`src/rtl/mic_pkg.sv`:
```
// Shared types and field encodings for the MIC microsequencer.
package mic_pkg;

    typedef enum logic [1:0] {
        BOOT = 2'b00,
        RUN  = 2'b01,
        WAIT = 2'b10,
        HALT = 2'b11
    } seq_state_t;

    // Bit positions inside the decoded JAM and MEM microinstruction fields.
    localparam int JAM_JMPC  = 2;
    localparam int JAM_JAMN  = 1;
    localparam int JAM_JAMZ  = 0;
    localparam int MEM_WRITE = 2;
    localparam int MEM_READ  = 1;
    localparam int MEM_FETCH = 0;

    localparam logic [8:0]  DEF_RESET_ADDR = 9'h000;
    localparam logic [8:0]  DEF_HALT_ADDR  = 9'h1FF;
    localparam int unsigned DEF_MEM_LAT    = 2;
    localparam int          CNT_W          = 4;

    function automatic logic mem_request(input logic [2:0] mem);
        return mem[MEM_WRITE] | mem[MEM_READ] | mem[MEM_FETCH];
    endfunction

endpackage

```
`src/rtl/mic_nextaddr.sv`:
```
// Combinational next-MPC: JMPC ORs MBR into the low byte, JAMN/JAMZ OR the flags into bit 8.
module mic_nextaddr
    import mic_pkg::*;
(
    input  logic [8:0] next_addr,
    input  logic [2:0] jam,
    input  logic       alu_n,
    input  logic       alu_z,
    input  logic [7:0] mbr,
    output logic [8:0] nmpc
);

    logic [7:0] low8;
    logic       hi;

    // Pure OR composition: no carry out of the low byte, no wrap.
    assign low8 = jam[JAM_JMPC] ? (next_addr[7:0] | mbr) : next_addr[7:0];
    assign hi   = next_addr[8] | (jam[JAM_JAMN] & alu_n) | (jam[JAM_JAMZ] & alu_z);
    assign nmpc = {hi, low8};

endmodule

```
`src/rtl/mic_sequencer.sv`:
```
// MIC microsequencer: drives the control-store MPC and READ, stalls for memory and pauses.
module mic_sequencer
    import mic_pkg::*;
#(
    parameter logic [8:0]  RESET_ADDR = DEF_RESET_ADDR,
    parameter logic [8:0]  HALT_ADDR  = DEF_HALT_ADDR,
    parameter int unsigned MEM_LAT    = DEF_MEM_LAT
) (
    input  logic       clk,
    input  logic       reset,
    input  logic [8:0] next_addr,
    input  logic [2:0] jam,
    input  logic [2:0] mem,
    input  logic       alu_n,
    input  logic       alu_z,
    input  logic [7:0] mbr,
    input  logic       halt_req,
    output logic [8:0] mpc,
    output logic       rom_read,
    output logic       stall,
    output logic       n_flag,
    output logic       z_flag,
    output logic [1:0] state
);

    seq_state_t       state_q, state_d;
    logic [8:0]       mpc_q, mpc_d;
    logic [CNT_W-1:0] cnt_q, cnt_d;
    logic             n_q, n_d;
    logic             z_q, z_d;
    logic             parked_q, parked_d;   // HALT entered via HALT_ADDR: only reset leaves
    logic [8:0]       nmpc;

    mic_nextaddr u_nextaddr (
        .next_addr (next_addr),
        .jam       (jam),
        .alu_n     (alu_n),
        .alu_z     (alu_z),
        .mbr       (mbr),
        .nmpc      (nmpc)
    );

    always_comb begin
        // NOTE: every next-state signal gets its hold value first so no path infers a latch.
        state_d  = state_q;
        mpc_d    = mpc_q;
        cnt_d    = cnt_q;
        n_d      = n_q;
        z_d      = z_q;
        parked_d = parked_q;
        unique case (state_q)
            BOOT: state_d = RUN;
            RUN: begin
                if (nmpc == HALT_ADDR) begin
                    mpc_d    = nmpc;
                    state_d  = HALT;
                    parked_d = 1'b1;
                    n_d      = alu_n;
                    z_d      = alu_z;
                end else if (mem_request(mem)) begin
                    mpc_d   = nmpc;
                    cnt_d   = CNT_W'(MEM_LAT - 1);
                    state_d = WAIT;
                    n_d     = alu_n;
                    z_d     = alu_z;
                end else if (halt_req) begin
                    state_d = HALT;
                end else begin
                    mpc_d = nmpc;
                    n_d   = alu_n;
                    z_d   = alu_z;
                end
            end
            WAIT: begin
                if (cnt_q == '0) state_d = halt_req ? HALT : RUN;
                else             cnt_d   = cnt_q - 1'b1;
            end
            HALT: begin
                // Resuming goes through BOOT so the ROM output is re-primed before RUN.
                if (!parked_q && !halt_req) state_d = BOOT;
            end
            default: state_d = BOOT;
        endcase
    end

    always_ff @(posedge clk or negedge reset) begin
        if (!reset) begin
            state_q  <= BOOT;
            mpc_q    <= RESET_ADDR;
            cnt_q    <= '0;
            n_q      <= 1'b0;
            z_q      <= 1'b0;
            parked_q <= 1'b0;
        end else begin
            // NOTE: non-blocking assignments so every register samples the pre-edge values.
            state_q  <= state_d;
            mpc_q    <= mpc_d;
            cnt_q    <= cnt_d;
            n_q      <= n_d;
            z_q      <= z_d;
            parked_q <= parked_d;
        end
    end

    // READ is forced low while reset is asserted even though BOOT is already loaded.
    assign rom_read = reset & ((state_q == BOOT) || (state_q == RUN));
    assign stall    = (state_q != RUN);
    assign mpc      = mpc_q;
    assign n_flag   = n_q;
    assign z_flag   = z_q;
    assign state    = state_q;

endmodule

```
`config.mk`:
```
export PLATFORM = sky130hd
export DESIGN_NAME = mic_sequencer
export DESIGN_NICKNAME = d
export VERILOG_FILES = /design/src/rtl/mic_pkg.sv /design/src/rtl/mic_nextaddr.sv /design/src/rtl/mic_sequencer.sv
export SDC_FILE = /design/constraint.sdc
export NUM_CORES = 1
export LEC_CHECK = 0
export CORE_MARGIN = 1
export CORE_UTILIZATION = 36
export CTS_BUF_LIST = sky130_fd_sc_hd__clkbuf_16
export DETAILED_ROUTE_END_ITERATION = 8
export PLACE_DENSITY = 0.68
export RECOVER_POWER = 50
export SLEW_MARGIN = 15
export SYNTH_ARGS = -nofsm -noshare
export SYNTH_HDL_FRONTEND = slang
export SYNTH_SLANG_ARGS = --single-unit
```
`constraint.sdc`:
```
create_clock -name clk -period 2.2 [get_ports clk]
set_input_delay 0.33 -clock clk [delete_from_list [all_inputs] [get_ports clk]]
set_output_delay 0.33 -clock clk [all_outputs]
set_load 0.01 [all_outputs]
```
==> results.py <==
metrics = {
    "run_status": {
        "status": "complete, but fails checks",
        "failed_checks": "design-rule violations",
    },
    "die": {
        "coreArea_sq_um": 2810,
        "start_util": 0.389,
        "row_count": 19,
        "fp.dieArea_sq_um": 3260,
        "ios": 43,
        "die_h_um": 57.1,
        "die_x_um": 57.1,
    },
    "final_layout": {
        "final_util": 0.584,
        "nets": 203,
        "area_delta_synth_final_pct": 50.1,
        "n_fill_cell": 273,
        "layout-drive-gt1-share": 0.0809,
        "multiInputGateArea_sq_um": 587,
        "diodes": 0,
        "seqCellArea_sq_um": 450,
    },
    "placed_design": {
        "port_buffers": 42,
        "gp_congestion": 0.751,
        "dp_hpwl_mm": 2.31,
    },
    "synth": {
        "synthTopCellsByCount": "a21oi_1 (20), dfrtp_1 (18), nand3_1 (12), nor2_1 (11), o21ai_0 (9)",
        "async_flop_share": 1.00,
        "synth_top_cell_by_area": "dfrtp_1",
        "synth_edf_count": 0,
        "synthTopCellsByArea": "dfrtp_1 (41%), a21oi_1 (9.2%), nand3_1 (5.5%), o21ai_0 (4.1%), nor2_1 (3.8%)",
        "syn-cell-area_sq_um": 1090,
        "synth_ff_type": "dfrtp_1",
        "netlist-cell-type-count": 36,
        "synth_most_common_cell": "a21oi_1",
        "synth_cells": 128,
        "synth_top_area_share": 0.412,
        "syn_avg_cell_area_sq_um": 8.53,
        "yosys_warnings": 0,
        "ys_seq_elements": 18,
        "synth-seq-area-share": 0.412,
        "synth_nets": 157,
    },
    "clock_network": {
        "cts.htree.levels": 1,
        "post_cts_buffers": 0,
        "cts_tree": "built",
        "clkSinkCount": 18,
        "cts_resized": 0,
        "clk_pin_slew_worst_paths_ns": 0.05,
        "numCtsBuffers": 3,
        "cts_hold_buf": 0,
        "clockBufferDepth": 2,
        "clkLatencyLatePin_ns": 0.25,
        "clock-root-buffer": "clkbuf_16",
    },
    "power_and_ir_drop": {
        "pwr_density_cell_nw_per_um2": 1140,
        "p_int_uw": 1200,
        "p_sw_frac": 0.357,
        "pwr-share-comb": 0.481,
        "power_frac_clock": 0.195,
        "p_seq_frac": 0.324,
        "switchingPower_uw": 668,
        "ir_drop_mv": 0.529,
        "leakagePower_uw": 0.000631,
    },
    "detailed_routing": {
        "via_count": 1147,
        "drc_errors": 6,
        "drtIter0Drc": 44,
        "viasPerCell": 5.62,
        "ant_nets": 0,
        "first_pass_iters": 6,
        "wl_per_cell_um": 14.8,
        "drt_wl_total_mm": 3.03,
    },
    "setup_path": {
        "critPathMaxFanout": 9,
        "critPathBufInv": 2,
        "worstPathArrival_ns": 2.08,
        "cpMaxStageDelayCell": "clkdlybuf4s50_1",
        "startpoint_type": "primary input",
        "cp_cell_sequence": "clkdlybuf4s50_1 > o22ai_1 > nor3_2 > nand3_1 > buf_4 > a21oi_1",
        "cp_top_family": "buffers and inverters",
        "end_kind": "register",
        "critical_path_required_ns": 2.37,
        "slowest_delay_ns": 0.52,
        "critPathKind": "in2reg",
    },
    "timing": {
        "max_freq_ghz": 0.522,
        "max_slew_margin": 0.330,
        "period_share": 0.870,
        "rsz0062_at_grt": "false",
        "hold_violations": 0,
        "tns_ns": 0,
        "setup_violations": 0,
        "fin_crit_ns": 1.91,
        "fin_skew_ns": 0.00262,
        "tightestPinTransition_ns": 1.00,
        "finalMaxSlewViolations": 0,
    },
    "grt": {
        "grt_pass1_wl_mm": 5.18,
        "grt_overflow_total": 0,
        "grt_pass1_vias": 1183,
        "grt_max_degree": 23,
        "grt_usage": 0.203,
        "antenna_found_initial": 0,
    },
    "flow_run": {
        "maxCapViolations": 0,
    },
    "min_path": {
        "hp-class": "reg2reg",
    },
}
==> logic make-up after synthesis <==
logic type / synth area share
compound gates: 0.242
xor+xnor: 0.0241
fa+ha+maj: 0.0115
buf+inv: 0.0550
flops: 0.412
mux: 0.0103
simple gates: 0.245
==> registers in the layout, summed over array words and instances, names as in the netlist <==
name,count
mpc,9
cnt_q,4
state,2
n_flag,1
parked_q,1
z_flag,1
==> cell type report <==
| class | instances | area share |
|---|---|---|
| Multi-Input combinational cell | 98 | 0.358 |
| Clock inverter | 1 | 0.00229 |
| Sequential cell | 18 | 0.275 |
| Timing Repair Buffer | 49 | 0.286 |
| Inverter | 4 | 0.00916 |
| Tap cell | 31 | 0.0237 |
| Clock buffer | 3 | 0.0458 |
==> power groups by stage <==
stage               clock network (uW)  registers (uW)  logic, uW
finish                             364             607        899
global route                       383             631        991
CTS                                373             610        924
detailed placement                   0             612        920
global placement                     0             608        890
floorplan                            0             643        443
==> metrics by stage <==
step	power (uW)	hold slack, ns	setup slack (ns)	instances	area, sq um
after floorplan	1090	0.0344	0.641	128	1090
after global placement	1500	0.460	0.0966	200	1560
after detailed placement	1530	0.457	0.0152	200	1560
after CTS	1910	0.446	0.246	204	1640
after global routing	2010	0.504	0.163	204	1640
final	1870	0.469	0.286	204	1640
==> routing by layer <==
metal / track usage / vias up / wire length [um]
met5: 0 / - / 0
met4: 0.0662 / 0 / 13
met3: 0.0385 / 2 / 145
met2: 0.353 / 34 / 1470
met1: 0.255 / 545 / 1400
li1: - / 566 / -
==> layout by cell type (no fill, tap or decap), types with 3 or more instances in the layout <==
master,count
clkbuf_16,3
clkdlybuf4s50_1,34
nand3_1,12
a21oi_1,20
dlygate4sd3_1,8
inv_1,4
o21ai_0,9
buf_4,6
a31oi_1,4
o22ai_1,3
dfrtp_1,18
nand2_1,4
or3_1,4
nor2_1,11
==> final timing paths <==
kind	startpoint	end	cells after the start	slack, ns
worst min-delay path	parked_q	parked_q	1	0.47
min in group asynchronous	reset	state[0]	2	0.79
worst max register to register	cnt_q[0]	cnt_q[1]	6	0.41
worst max-delay path	next_addr[5]	mpc[5]	6	0.29
worst min register to register	parked_q	parked_q	1	0.47
max in group asynchronous	reset	parked_q	2	0.80
Power figures use the tool's default switching activity.
